<file path="config.mk">
export PLATFORM = sky130hd
export DESIGN_NAME = button_conditioner
export DESIGN_NICKNAME = d
export VERILOG_FILES = /design/src/rtl/button_conditioner.sv
export SDC_FILE = /design/constraint.sdc
export NUM_CORES = 1
export LEC_CHECK = 0
export CAP_MARGIN = 20
export CORE_ASPECT_RATIO = 1.5
export CORE_MARGIN = 1.5
export CORE_UTILIZATION = 55
export CTS_CLUSTER_DIAMETER = 50
export CTS_CLUSTER_SIZE = 8
export DETAILED_ROUTE_END_ITERATION = 7
export GPL_TIMING_DRIVEN = 0
export PLACE_DENSITY = 0.73
export SLEW_MARGIN = 20
export SYNTH_ARGS = -nofsm -noshare
export SYNTH_HDL_FRONTEND = slang
export SYNTH_SLANG_ARGS = --single-unit
</file>
<file path="constraint.sdc">
create_clock -name CLK_40M -period 3 [get_ports CLK_40M]
set_input_delay 0.6 -clock CLK_40M [delete_from_list [all_inputs] [get_ports CLK_40M]]
set_output_delay 0.6 -clock CLK_40M [all_outputs]
set_load 0.02 [all_outputs]
</file>
<file path="src/rtl/button_conditioner.sv">
// Multi-channel push-button front end: synchroniser, per-channel debounce,
// press/release strobes and optional auto-repeat strobes while a button is held.
//
// Handshake: there is no valid/ready pair here. Every output is a registered
// level or a single-cycle strobe that is valid on every clock. A strobe is high
// for exactly the one cycle in which the event is accepted.
module button_conditioner #(
    parameter int CHANNELS        = 2,
    parameter int SYNC_STAGES     = 2,
    parameter int DEBOUNCE_CYCLES = 400000,
    parameter bit REPEAT_EN       = 1'b1,
    parameter int REPEAT_DELAY    = 16000000,
    parameter int REPEAT_PERIOD   = 4000000
) (
    input  logic                    CLK_40M,
    input  logic                    RESET_N,
    input  logic [CHANNELS-1:0]     BTN_RAW,
    output logic [CHANNELS-1:0]     BTN_LEVEL,
    output logic [CHANNELS-1:0]     BTN_PRESS,
    output logic [CHANNELS-1:0]     BTN_RELEASE,
    output logic [CHANNELS-1:0]     BTN_REPEAT,
    output logic [2*CHANNELS-1:0]   dbg_repeat_state
);

    localparam int CNT_W = $clog2(DEBOUNCE_CYCLES + 1);
    localparam logic [CNT_W-1:0] CNT_LAST = CNT_W'(DEBOUNCE_CYCLES - 1);

    logic [CHANNELS-1:0] sync_q [SYNC_STAGES];
    logic [CHANNELS-1:0] synced;

    logic [CNT_W-1:0]    cnt_q [CHANNELS];
    logic [CNT_W-1:0]    cnt_d [CHANNELS];
    logic [CHANNELS-1:0] level_d;
    logic [CHANNELS-1:0] rise;
    logic [CHANNELS-1:0] fall;

    // Synchroniser chain: the raw pin goes straight into the first flop.
    always_ff @(posedge CLK_40M) begin
        if (!RESET_N) begin
            for (int j = 0; j < SYNC_STAGES; j++) begin
                sync_q[j] <= '0;
            end
        end else begin
            sync_q[0] <= BTN_RAW;
            for (int j = 1; j < SYNC_STAGES; j++) begin
                sync_q[j] <= sync_q[j-1];
            end
        end
    end

    assign synced = sync_q[SYNC_STAGES-1];

    // Debounce: a new level is accepted after DEBOUNCE_CYCLES consecutive
    // differing samples; any agreeing sample restarts the count.
    always_comb begin
        level_d = BTN_LEVEL;
        rise    = '0;
        fall    = '0;
        for (int i = 0; i < CHANNELS; i++) begin
            cnt_d[i] = '0;
            if (synced[i] != BTN_LEVEL[i]) begin
                if (cnt_q[i] == CNT_LAST) begin
                    level_d[i] = synced[i];
                    rise[i]    = synced[i];
                    fall[i]    = ~synced[i];
                end else begin
                    cnt_d[i] = cnt_q[i] + CNT_W'(1);
                end
            end
        end
    end

    // Debounce state and level/press/release output registers.
    always_ff @(posedge CLK_40M) begin
        if (!RESET_N) begin
            BTN_LEVEL   <= '0;
            BTN_PRESS   <= '0;
            BTN_RELEASE <= '0;
            for (int i = 0; i < CHANNELS; i++) begin
                cnt_q[i] <= '0;
            end
        end else begin
            BTN_LEVEL   <= level_d;
            BTN_PRESS   <= rise;
            BTN_RELEASE <= fall;
            for (int i = 0; i < CHANNELS; i++) begin
                cnt_q[i] <= cnt_d[i];
            end
        end
    end

    if (REPEAT_EN) begin : g_repeat
        localparam int RPT_MAX = (REPEAT_DELAY > REPEAT_PERIOD) ? REPEAT_DELAY : REPEAT_PERIOD;
        localparam int RC_W    = (RPT_MAX > 1) ? $clog2(RPT_MAX) : 1;
        localparam logic [RC_W-1:0] DELAY_LAST  = RC_W'(REPEAT_DELAY - 1);
        localparam logic [RC_W-1:0] PERIOD_LAST = RC_W'(REPEAT_PERIOD - 1);

        typedef enum logic [1:0] {
            RPT_IDLE  = 2'd0,
            RPT_DELAY = 2'd1,
            RPT_RUN   = 2'd2
        } rpt_state_t;

        rpt_state_t          state_q [CHANNELS];
        rpt_state_t          state_d [CHANNELS];
        logic [RC_W-1:0]     rc_q [CHANNELS];
        logic [RC_W-1:0]     rc_d [CHANNELS];
        logic [CHANNELS-1:0] rep_d;

        // Repeat FSM state, counters and the registered repeat strobe.
        always_ff @(posedge CLK_40M) begin
            if (!RESET_N) begin
                BTN_REPEAT <= '0;
                for (int i = 0; i < CHANNELS; i++) begin
                    state_q[i] <= RPT_IDLE;
                    rc_q[i]    <= '0;
                end
            end else begin
                BTN_REPEAT <= rep_d;
                for (int i = 0; i < CHANNELS; i++) begin
                    state_q[i] <= state_d[i];
                    rc_q[i]    <= rc_d[i];
                end
            end
        end

        // Next state: the accepted release wins over a repeat falling due in the same cycle.
        always_comb begin
            rep_d = '0;
            for (int i = 0; i < CHANNELS; i++) begin
                state_d[i] = state_q[i];
                rc_d[i]    = rc_q[i];
                case (state_q[i])
                    RPT_IDLE: begin
                        if (rise[i]) begin
                            state_d[i] = RPT_DELAY;
                            rc_d[i]    = '0;
                        end
                    end
                    RPT_DELAY: begin
                        if (fall[i]) begin
                            state_d[i] = RPT_IDLE;
                            rc_d[i]    = '0;
                        end else if (rc_q[i] == DELAY_LAST) begin
                            rep_d[i]   = 1'b1;
                            rc_d[i]    = '0;
                            state_d[i] = RPT_RUN;
                        end else begin
                            rc_d[i] = rc_q[i] + RC_W'(1);
                        end
                    end
                    RPT_RUN: begin
                        if (fall[i]) begin
                            state_d[i] = RPT_IDLE;
                            rc_d[i]    = '0;
                        end else if (rc_q[i] == PERIOD_LAST) begin
                            rep_d[i] = 1'b1;
                            rc_d[i]  = '0;
                        end else begin
                            rc_d[i] = rc_q[i] + RC_W'(1);
                        end
                    end
                    default: begin
                        state_d[i] = RPT_IDLE;
                        rc_d[i]    = '0;
                    end
                endcase
            end
        end

        // Expose each channel's repeat state, two bits per channel.
        always_comb begin
            dbg_repeat_state = '0;
            for (int i = 0; i < CHANNELS; i++) begin
                dbg_repeat_state[2*i +: 2] = state_q[i];
            end
        end
    end else begin : g_no_repeat
        assign BTN_REPEAT       = '0;
        assign dbg_repeat_state = '0;
    end

endmodule

</file>
# Word-level counts from Yosys, hierarchy flattened
# Memories as Yosys holds them, arrays and structs flattened.
# Cells that the tools add are included.
[word_totals]
ff_bits = 8
mem_bits_rw = 94
in_bits = 4
output_inout_bits = 12
elab_cells = 93
mem_count = 4
[mem_list]
columns = ["memory", "depth", "word_bits", "read_ports", "rd_ports_with_merged_regs", "write_ports", "line_no", "rtl"]
rows = [
  ["g_repeat.rc_q", 2, 24, 2, 0, 2, "106", "logic [RC_W-1:0] rc_q [CHANNELS];"],
  ["cnt_q", 2, 19, 2, 0, 2, "31", "logic [CNT_W-1:0] cnt_q [CHANNELS];"],
  ["g_repeat.state_q", 2, 2, 2, 0, 2, "104", "rpt_state_t state_q [CHANNELS];"],
  ["sync_q", 2, 2, 2, 0, 2, "28", "logic [CHANNELS-1:0] sync_q [SYNC_STAGES];"],
]
[classes]
add_sub_neg = 4
n_eq_ne = 12
muxes = 54
bitwise = 10
n_reduce_logical = 4
[op_table]
columns = ["op", "count"]
rows = [
  ["$mux W24", 12],
  ["$pmux W24 S3", 2],
  ["$mux W19", 6],
  ["$add A24 B1 Y24 const B", 2],
  ["$eq A24 B22 Y1 const B", 2],
  ["$eq A24 B24 Y1 const B", 2],
  ["$add A19 B1 Y19 const B", 2],
  ["$eq A19 B19 Y1 const B", 2],
  ["$mux W2", 12],
  ["$mux W1", 18],
  ["$pmux W2 S3", 2],
  ["$or A1 B1 Y1", 8],
  ["$eq A2 B1 Y1 const B", 2],
  ["$eq A2 B2 Y1 const B", 2],
  ["$logic_not A2 Y1", 2],
  ["$pmux W1 S2", 2],
  ["$reduce_and A2 Y1", 2],
  ["$ne A1 B1 Y1", 2],
  ["$not A1 Y1", 2],
]

# Longest topological paths before layout
# Gate-level depths: netlist (run 1).
[logic_depth]
word_depth = 6
mapped_depth = 9

# Least setup slack after synthesis (run 1)
# No wires, ideal clock.
[synth_timing]
path_type = "reg-to-reg"
startpoint = "mem cnt_q[0][0] in the netlist's numbering"
endpoint = "mem g_repeat.rc_q[0][19] in the netlist's numbering"
t_arrival_ps = 2443
required_ps = 2926
path_slack_ps = 483
path_stages_with_launch = 9
path_buffers = 1
cell_sequence = "dfxtp_1 > ha_1 > and4_1 > nand2_1 > o31a_1 > clkbuf_1 > a211o_2 > or4_1 > a31oi_1"
[synth_lines]
columns = ["item", "line_no"]
rows = [
  ["start, declared", "31"],
  ["end, declared", "106"],
]

==> run_summary.xml, run 1 <==
<?xml version="1.0" encoding="UTF-8"?>
<metrics>
  <group name="outcome">
    <metric name="status" unit="">complete, no violations</metric>
  </group>
  <group name="placement">
    <metric name="gp_routability_congestion" unit="">0.911</metric>
    <metric name="dp_cells" unit="">737</metric>
    <metric name="post-dp-hpwl" unit="mm">8.41</metric>
    <metric name="dp_worst_setup_slack" unit="ns">0.0315</metric>
    <metric name="io_buffer_count" unit="">14</metric>
  </group>
  <group name="flow_run">
    <metric name="cap_violations" unit="">0</metric>
  </group>
  <group name="setup_path">
    <metric name="crit_buf_inv" unit="">1</metric>
    <metric name="critPathLaunchType" unit="">flip-flop</metric>
    <metric name="timing.critical_path.required" unit="ns">3.28</metric>
    <metric name="critPathMaxFanout" unit="">10</metric>
    <metric name="timing.critical_path.cells" unit="">ha_1 -&gt; and4_1 -&gt; nand2_2 -&gt; o31a_1 -&gt; clkbuf_1 -&gt; a211o_2 -&gt; or4_1 -&gt; a31oi_1</metric>
    <metric name="cp_slowest_stage_delay" unit="ns">0.54</metric>
    <metric name="worstSetupPathType" unit="">flip-flop to flip-flop</metric>
    <metric name="crit_slowest_cell" unit="">sky130_fd_sc_hd__or4_1</metric>
    <metric name="arrival" unit="ns">3.07</metric>
    <metric name="critical-path-top-delay-family" unit="">simple AND/OR/NAND/NOR gates</metric>
    <metric name="critical_path.endpoint_type" unit="">flip-flop</metric>
  </group>
  <group name="yosys">
    <metric name="synth-main-ff-cell" unit="">sky130_fd_sc_hd__dfxtp_1</metric>
    <metric name="synth.yosys.warnings" unit="">0</metric>
    <metric name="mean_syn_cell_area" unit="sq um">8.43</metric>
    <metric name="total_standard_cell_area_after_synthesis" unit="sq um">5150</metric>
    <metric name="yosysSeqAreaShare" unit="%">39.6</metric>
    <metric name="count_of_mapped_cells_out_of_synthesis" unit="">611</metric>
    <metric name="yosys_register_bits" unit="">102</metric>
    <metric name="synth-edff-count" unit="">0</metric>
    <metric name="synthDistinctLibCells" unit="">67</metric>
    <metric name="postSynthNetCount" unit="">625</metric>
    <metric name="asyncSetResetFlopFracSynth" unit="%">0</metric>
  </group>
  <group name="floorplanning">
    <metric name="die_width" unit="um">82.0</metric>
    <metric name="die_area" unit="sq um">9970</metric>
    <metric name="die_height" unit="um">122</metric>
    <metric name="placementRows" unit="">43</metric>
    <metric name="floorplan.initialDensity" unit="%">56.0</metric>
    <metric name="design.core.area" unit="sq um">9200</metric>
    <metric name="design.portCount" unit="">16</metric>
  </group>
  <group name="routing">
    <metric name="post_drt_via_cell_ratio" unit="">6.20</metric>
    <metric name="drt_iter0_markers" unit="">429</metric>
    <metric name="wire_length_reported_by_the_detailed_router" unit="mm">11.9</metric>
    <metric name="post-route-drc-count" unit="">0</metric>
    <metric name="first_pass_iters" unit="">5</metric>
    <metric name="avg_wl_per_cell" unit="um">15.8</metric>
    <metric name="dr_total_vias" unit="">4671</metric>
    <metric name="drtAntennaViolNets" unit="">0</metric>
  </group>
  <group name="clock_tree">
    <metric name="cts_tree" unit="">yes</metric>
    <metric name="clock_tree.root_cell" unit="">sky130_fd_sc_hd__clkbuf_16</metric>
    <metric name="ctsHtreeMaxLevel" unit="">3</metric>
    <metric name="cts_inserted_buffers" unit="">9</metric>
    <metric name="cts_hold_buffers" unit="">0</metric>
    <metric name="post-cts-setup-buffer-count" unit="">0</metric>
    <metric name="clk_path_buf_depth" unit="">2</metric>
    <metric name="path_clk_slew" unit="ns">0.07</metric>
    <metric name="post_cts_gate_resize_count" unit="">0</metric>
    <metric name="cts_sinks" unit="">102</metric>
    <metric name="clk_latency" unit="ns">0.35</metric>
  </group>
  <group name="timing">
    <metric name="setup-violations-final" unit="">0</metric>
    <metric name="timing_max_transition_violations_final" unit="">0</metric>
    <metric name="max_clock_freq" unit="GHz">0.358</metric>
    <metric name="layout_setup_ws" unit="ns">0.205</metric>
    <metric name="timing_hold_violations_final" unit="">0</metric>
    <metric name="max_slew.worst_pin.slew" unit="ns">0.844</metric>
    <metric name="relative_slew_slack" unit="%">43.7</metric>
    <metric name="timing.clock.skew" unit="ns">0.00709</metric>
    <metric name="fin_crit_sh" unit="%">93.2</metric>
    <metric name="timing.final.crit_period" unit="ns">2.80</metric>
  </group>
  <group name="layout">
    <metric name="post_layout_nonfiller_instances" unit="">753</metric>
    <metric name="diode_count" unit="">0</metric>
    <metric name="final_common_cell" unit="">sky130_fd_sc_hd__dfxtp_1</metric>
    <metric name="multi_input_gate_area_in_the_final_layout" unit="sq um">2940</metric>
    <metric name="num-fill-cells" unit="">806</metric>
    <metric name="final_util" unit="%">62.5</metric>
    <metric name="layout_common_cells" unit="">sky130_fd_sc_hd__dfxtp_1, sky130_fd_sc_hd__nor2_1, sky130_fd_sc_hd__nand2_1</metric>
    <metric name="area_used_by_sequential_logic_in_the_layout" unit="sq um">2040</metric>
    <metric name="syn2layout_area_growth" unit="%">11.6</metric>
    <metric name="final_nets" unit="">650</metric>
    <metric name="drive_above_1_share" unit="%">6.55</metric>
  </group>
  <group name="global_route">
    <metric name="grt_use_total" unit="%">25.4</metric>
    <metric name="grt_max_degree" unit="">17</metric>
    <metric name="grt_pass1_vias" unit="">4336</metric>
    <metric name="grt_first_pass_wirelength" unit="mm">19.8</metric>
    <metric name="grt_overflow" unit="">0</metric>
    <metric name="antenna_found_initial" unit="">0</metric>
  </group>
  <group name="power_and_ir_drop">
    <metric name="power_density" unit="nW/um^2">461</metric>
    <metric name="worst_ir_drop_vdd" unit="mV">0.321</metric>
    <metric name="static-leakage-power" unit="nW">1.81</metric>
  </group>
  <group name="worst_hold_path">
    <metric name="holdCritPathClass" unit="">flip-flop to flip-flop</metric>
  </group>
</metrics>
-- cell usage after synthesis (7+ instances only) --
library cell               count  area (sq um)
sky130_fd_sc_hd__nand3_1      46           230
sky130_fd_sc_hd__o21ai_0      11          55.1
sky130_fd_sc_hd__nand2_1      60           225
sky130_fd_sc_hd__a21oi_1       8          40.0
sky130_fd_sc_hd__or3_1        18           113
sky130_fd_sc_hd__o31a_1        7          61.3
sky130_fd_sc_hd__clkbuf_1     10          37.5
sky130_fd_sc_hd__nor4_1       18           113
sky130_fd_sc_hd__xor2_1       20           175
sky130_fd_sc_hd__inv_1        19          71.3
sky130_fd_sc_hd__and3_1       16           100
sky130_fd_sc_hd__nand4_1      24           150
sky130_fd_sc_hd__and2_1       12          75.1
sky130_fd_sc_hd__dfxtp_1     102          2040
sky130_fd_sc_hd__nor2_1       62           233
sky130_fd_sc_hd__nor3_1       15          75.1
sky130_fd_sc_hd__ha_1         10           125
sky130_fd_sc_hd__and4_1        7          61.3
sky130_fd_sc_hd__or4_1        11          82.6
sky130_fd_sc_hd__a31oi_1      30           188
sky130_fd_sc_hd__xnor2_1      16           140
-- cell families (layout without fill, tap and decap cells) --
logic type / Yosys count / in the layout / share of synthesized area, %
compound gates: 106 / 106 / 15.4
xor+xnor: 36 / 36 / 6.12
fa+ha+maj: 10 / 10 / 2.43
buf+inv: 41 / 71 / 3.64
flops: 102 / 102 / 39.6
mux: 2 / 2 / 0.389
simple gates: 314 / 314 / 32.3
-- stage by stage --
stage | power [mW] | hold WS [ns] | setup TNS (ns) | area (sq um)
after global placement | 1.49 | 0.422 | 0 | 5430
after global routing | 2.73 | 0.466 | -0.000802 | 5750
after detailed placement | 1.49 | 0.428 | 0 | 5430
after CTS | 2.67 | 0.444 | 0 | 5730
after floorplan | 1.46 | 0.412 | 0 | 5150
final | 2.65 | 0.437 | 0 | 5750
-- layout make-up --
class | instances | area share, %
plain buffers | 21 | 1.96
clock buffers | 11 | 4.22
clock inverters | 5 | 1.00
inverters | 20 | 1.31
multi-input cells | 468 | 51.1
flip-flops and latches | 102 | 35.5
well taps | 112 | 2.44
repair buffers | 14 | 2.44
-- power breakdown --
group,internal [mW],switching [mW]
registers,1.36,0.00571
logic,0.0285,0.0627
clock network,0.672,0.519
total,2.06,0.588
-- layer usage --
metal,up-vias,part of all wire (%),track usage (%)
li1,2315,-,-
met1,2226,43,31.0
met2,114,51,42.6
met3,16,4.8,4.94
met4,0,1.3,11.1
met5,-,0,0
-- worst reg2reg max path, cell delays in order (launching register included) --
cell	delay [ns]
sky130_fd_sc_hd__dfxtp_1	0.37
sky130_fd_sc_hd__ha_1	0.21
sky130_fd_sc_hd__and4_1	0.29
sky130_fd_sc_hd__nand2_2	0.16
sky130_fd_sc_hd__o31a_1	0.32
sky130_fd_sc_hd__clkbuf_1	0.21
sky130_fd_sc_hd__a211o_2	0.45
sky130_fd_sc_hd__or4_1	0.54
sky130_fd_sc_hd__a31oi_1	0.17
-- path summary, 6_finish.rpt --
path	from	slack, ns	cells past startpoint	endpoint
max reg2reg	cnt_q[0][0]	0.20	8	g_repeat.rc_q[0][19]
min reg2reg	sync_q[0][1]	0.44	1	sync_q[0][3]
max	cnt_q[0][0]	0.20	8	g_repeat.rc_q[0][19]
min	sync_q[0][1]	0.44	1	sync_q[0][3]
-- sequential cells by signal, summed over array words and instances, names as in the netlist --
register / flops
cnt_q: 38
sync_q: 4
g_repeat.state_q: 4
BTN_PRESS: 2
BTN_RELEASE: 2
BTN_REPEAT: 2
g_repeat.rc_q: 48
BTN_LEVEL: 2
Power figures use the tool's default switching activity.
==> run 2, diff against run 1 <==
--- a/config.mk
+++ b/config.mk
@@ -6,14 +6,16 @@
 export NUM_CORES = 1
 export LEC_CHECK = 0
 export CAP_MARGIN = 20
+export CELL_PAD_IN_SITES_DETAIL_PLACEMENT = 2
+export CELL_PAD_IN_SITES_GLOBAL_PLACEMENT = 2
 export CORE_ASPECT_RATIO = 1.5
-export CORE_MARGIN = 1.5
-export CORE_UTILIZATION = 55
+export CORE_MARGIN = 2
+export CORE_UTILIZATION = 38
 export CTS_CLUSTER_DIAMETER = 50
 export CTS_CLUSTER_SIZE = 8
 export DETAILED_ROUTE_END_ITERATION = 7
 export GPL_TIMING_DRIVEN = 0
-export PLACE_DENSITY = 0.73
+export PLACE_DENSITY_LB_ADDON = 0.1
 export SLEW_MARGIN = 20
 export SYNTH_ARGS = -nofsm -noshare
 export SYNTH_HDL_FRONTEND = slang
==> run_summary.xml, run 2 (synthesis results as in run 1) <==
<?xml version="1.0" encoding="UTF-8"?>
<metrics>
  <group name="setup_path">
    <metric name="r2r_slack" unit="ns">0.1</metric>
    <metric name="crit_start" unit="">g_repeat.rc_q[0][12]</metric>
    <metric name="critical_path.reg2reg.endpoint" unit="">g_repeat.rc_q[0][17]</metric>
    <metric name="critical_path.endpoint_type" unit="">flip-flop</metric>
    <metric name="critPathLaunchType" unit="">flip-flop</metric>
    <metric name="crit_end" unit="">g_repeat.rc_q[0][17]</metric>
    <metric name="worstReg2RegStart" unit="">g_repeat.rc_q[0][12]</metric>
    <metric name="worst-r2r-cell-count" unit="">7</metric>
    <metric name="timing.critical_path.required" unit="ns">3.23</metric>
    <metric name="arrival" unit="ns">3.13</metric>
    <metric name="critPathMaxFanout" unit="">10</metric>
    <metric name="worstSetupPathType" unit="">flip-flop to flip-flop</metric>
  </group>
  <group name="placement">
    <metric name="post-dp-hpwl" unit="mm">11.6</metric>
    <metric name="io_buffer_count" unit="">14</metric>
    <metric name="gp_routability_congestion" unit="">0.796</metric>
  </group>
  <group name="floorplanning">
    <metric name="die_height" unit="um">147</metric>
    <metric name="die_area" unit="sq um">14500</metric>
    <metric name="die_width" unit="um">99.1</metric>
    <metric name="design.portCount" unit="">16</metric>
    <metric name="design.core.area" unit="sq um">13400</metric>
    <metric name="floorplan.initialDensity" unit="%">38.4</metric>
    <metric name="placementRows" unit="">52</metric>
  </group>
  <group name="timing">
    <metric name="final_layout_setup_total_negative_slack" unit="ns">0</metric>
    <metric name="setup-violations-final" unit="">0</metric>
    <metric name="timing.clock.skew" unit="ns">0.0117</metric>
    <metric name="max_clock_freq" unit="GHz">0.345</metric>
    <metric name="fin_hold_ws" unit="ns">0.446</metric>
    <metric name="timing_hold_violations_final" unit="">0</metric>
    <metric name="fin_crit_sh" unit="%">96.7</metric>
    <metric name="timing.final.crit_period" unit="ns">2.90</metric>
    <metric name="relative_slew_slack" unit="%">42.0</metric>
    <metric name="timing_max_transition_violations_final" unit="">0</metric>
    <metric name="max_slew.worst_pin.slew" unit="ns">0.869</metric>
  </group>
  <group name="flow_run">
    <metric name="cap_violations" unit="">0</metric>
  </group>
  <group name="clock_tree">
    <metric name="ctsHtreeMaxLevel" unit="">3</metric>
    <metric name="cts_tree" unit="">yes</metric>
    <metric name="cts_inserted_buffers" unit="">9</metric>
    <metric name="clk_path_buf_depth" unit="">2</metric>
    <metric name="clk_latency" unit="ns">0.35</metric>
    <metric name="post-cts-setup-buffer-count" unit="">0</metric>
    <metric name="cts_sinks" unit="">102</metric>
    <metric name="path_clk_slew" unit="ns">0.07</metric>
    <metric name="clock_tree.root_cell" unit="">sky130_fd_sc_hd__clkbuf_16</metric>
  </group>
  <group name="power_and_ir_drop">
    <metric name="power_density" unit="nW/um^2">441</metric>
    <metric name="worst_ir_drop_vdd" unit="mV">0.209</metric>
    <metric name="static-leakage-power" unit="nW">1.80</metric>
  </group>
  <group name="layout">
    <metric name="final_common_cell" unit="">sky130_fd_sc_hd__dfxtp_1</metric>
    <metric name="largest_reg_flops" unit="">48</metric>
    <metric name="biggestRegsByFlops" unit="">g_repeat.rc_q: 48 flops, cnt_q: 38 flops</metric>
    <metric name="regMostFlops" unit="">g_repeat.rc_q</metric>
    <metric name="num-fill-cells" unit="">1517</metric>
    <metric name="drive_above_1_share" unit="%">6.89</metric>
    <metric name="syn2layout_area_growth" unit="%">12.8</metric>
    <metric name="diode_count" unit="">0</metric>
    <metric name="final_nets" unit="">649</metric>
    <metric name="final_util" unit="%">43.4</metric>
    <metric name="layout_common_cells" unit="">sky130_fd_sc_hd__dfxtp_1, sky130_fd_sc_hd__nor2_1, sky130_fd_sc_hd__nand2_1</metric>
  </group>
  <group name="routing">
    <metric name="drtAntennaViolNets" unit="">0</metric>
    <metric name="post_drt_via_cell_ratio" unit="">6.01</metric>
    <metric name="dr_total_vias" unit="">4815</metric>
    <metric name="first_pass_iters" unit="">4</metric>
    <metric name="wire_length_reported_by_the_detailed_router" unit="mm">16.1</metric>
    <metric name="post-route-drc-count" unit="">0</metric>
    <metric name="drt_iter0_markers" unit="">113</metric>
    <metric name="avg_wl_per_cell" unit="um">20.1</metric>
  </group>
  <group name="global_route">
    <metric name="grt_use_total" unit="%">22.8</metric>
    <metric name="antenna_found_initial" unit="">0</metric>
    <metric name="grt_overflow" unit="">0</metric>
    <metric name="grt_pass1_vias" unit="">5358</metric>
    <metric name="grt_max_degree" unit="">17</metric>
    <metric name="grt_first_pass_wirelength" unit="mm">27.0</metric>
  </group>
  <group name="worst_hold_path">
    <metric name="holdCritPathClass" unit="">flip-flop to flip-flop</metric>
  </group>
  <group name="outcome">
    <metric name="status" unit="">complete, no violations</metric>
  </group>
</metrics>
[run 2: how the worst min path moves through the flow]
stage / cells past startpoint / end / startpoint
6_report: 1 / sync_q[0][3] / sync_q[0][1]
3_3_place_gp: 1 / sync_q[0][3] / sync_q[0][1]
3_5_place_dp: 1 / sync_q[0][3] / sync_q[0][1]
5_1_grt: 1 / sync_q[0][3] / sync_q[0][1]
2_1_floorplan: 1 / sync_q[0][2] / sync_q[0][0]
4_1_cts: 1 / sync_q[0][3] / sync_q[0][1]
[run 2: stage by stage]
step	instances	total power [mW]	setup slack [ns]	area [sq um]
2_1_floorplan	611	1.46	0.483	5150
3_3_place_gp	787	1.49	-0.0381	5500
3_5_place_dp	787	1.50	-0.150	5500
4_1_cts	802	2.60	0.0253	5770
5_1_grt	801	2.66	-0.0342	5810
6_report	801	2.56	0.0996	5810
[run 2: layout make-up]
class / instances / area, sq um / share of cell area (%)
inverters: 20 / 75.1 / 1.29
clock buffers: 10 / 229 / 3.94
repair buffers: 14 / 140 / 2.41
plain buffers: 20 / 110 / 1.89
clock inverters: 5 / 35.0 / 0.603
flip-flops and latches: 102 / 2040 / 35.1
well taps: 162 / 203 / 3.49
multi-input cells: 468 / 2980 / 51.2
[run 2: routing by layer]
metal,wire (um),GRT usage [%],up-vias
li1,-,-,2304
met1,6740,25.8,2457
met2,8860,43.5,39
met3,334,3.73,15
met4,187,5.75,0
met5,0,0,-
[run 2: timing repair]
action | 4_1_cts | 5_1_grt
hold buffers | 0 | 0
pin swaps | 0 | 1
gates resized for setup | 2 | 9
setup endpoints to repair | 20 | 29
[run 2: critical path: stages (launching register included)]
cell                      delay, ns
sky130_fd_sc_hd__dfxtp_1       0.39
sky130_fd_sc_hd__or4_1         0.57
sky130_fd_sc_hd__or3_4         0.40
sky130_fd_sc_hd__o41ai_4       0.50
sky130_fd_sc_hd__a21oi_1       0.25
sky130_fd_sc_hd__buf_2         0.26
sky130_fd_sc_hd__o211a_1       0.13
sky130_fd_sc_hd__o31a_1        0.27
[run 2: power breakdown]
part	internal, mW	switching, mW
clock	0.561	0.536
combinational	0.0292	0.0714
sequential	1.36	0.00570
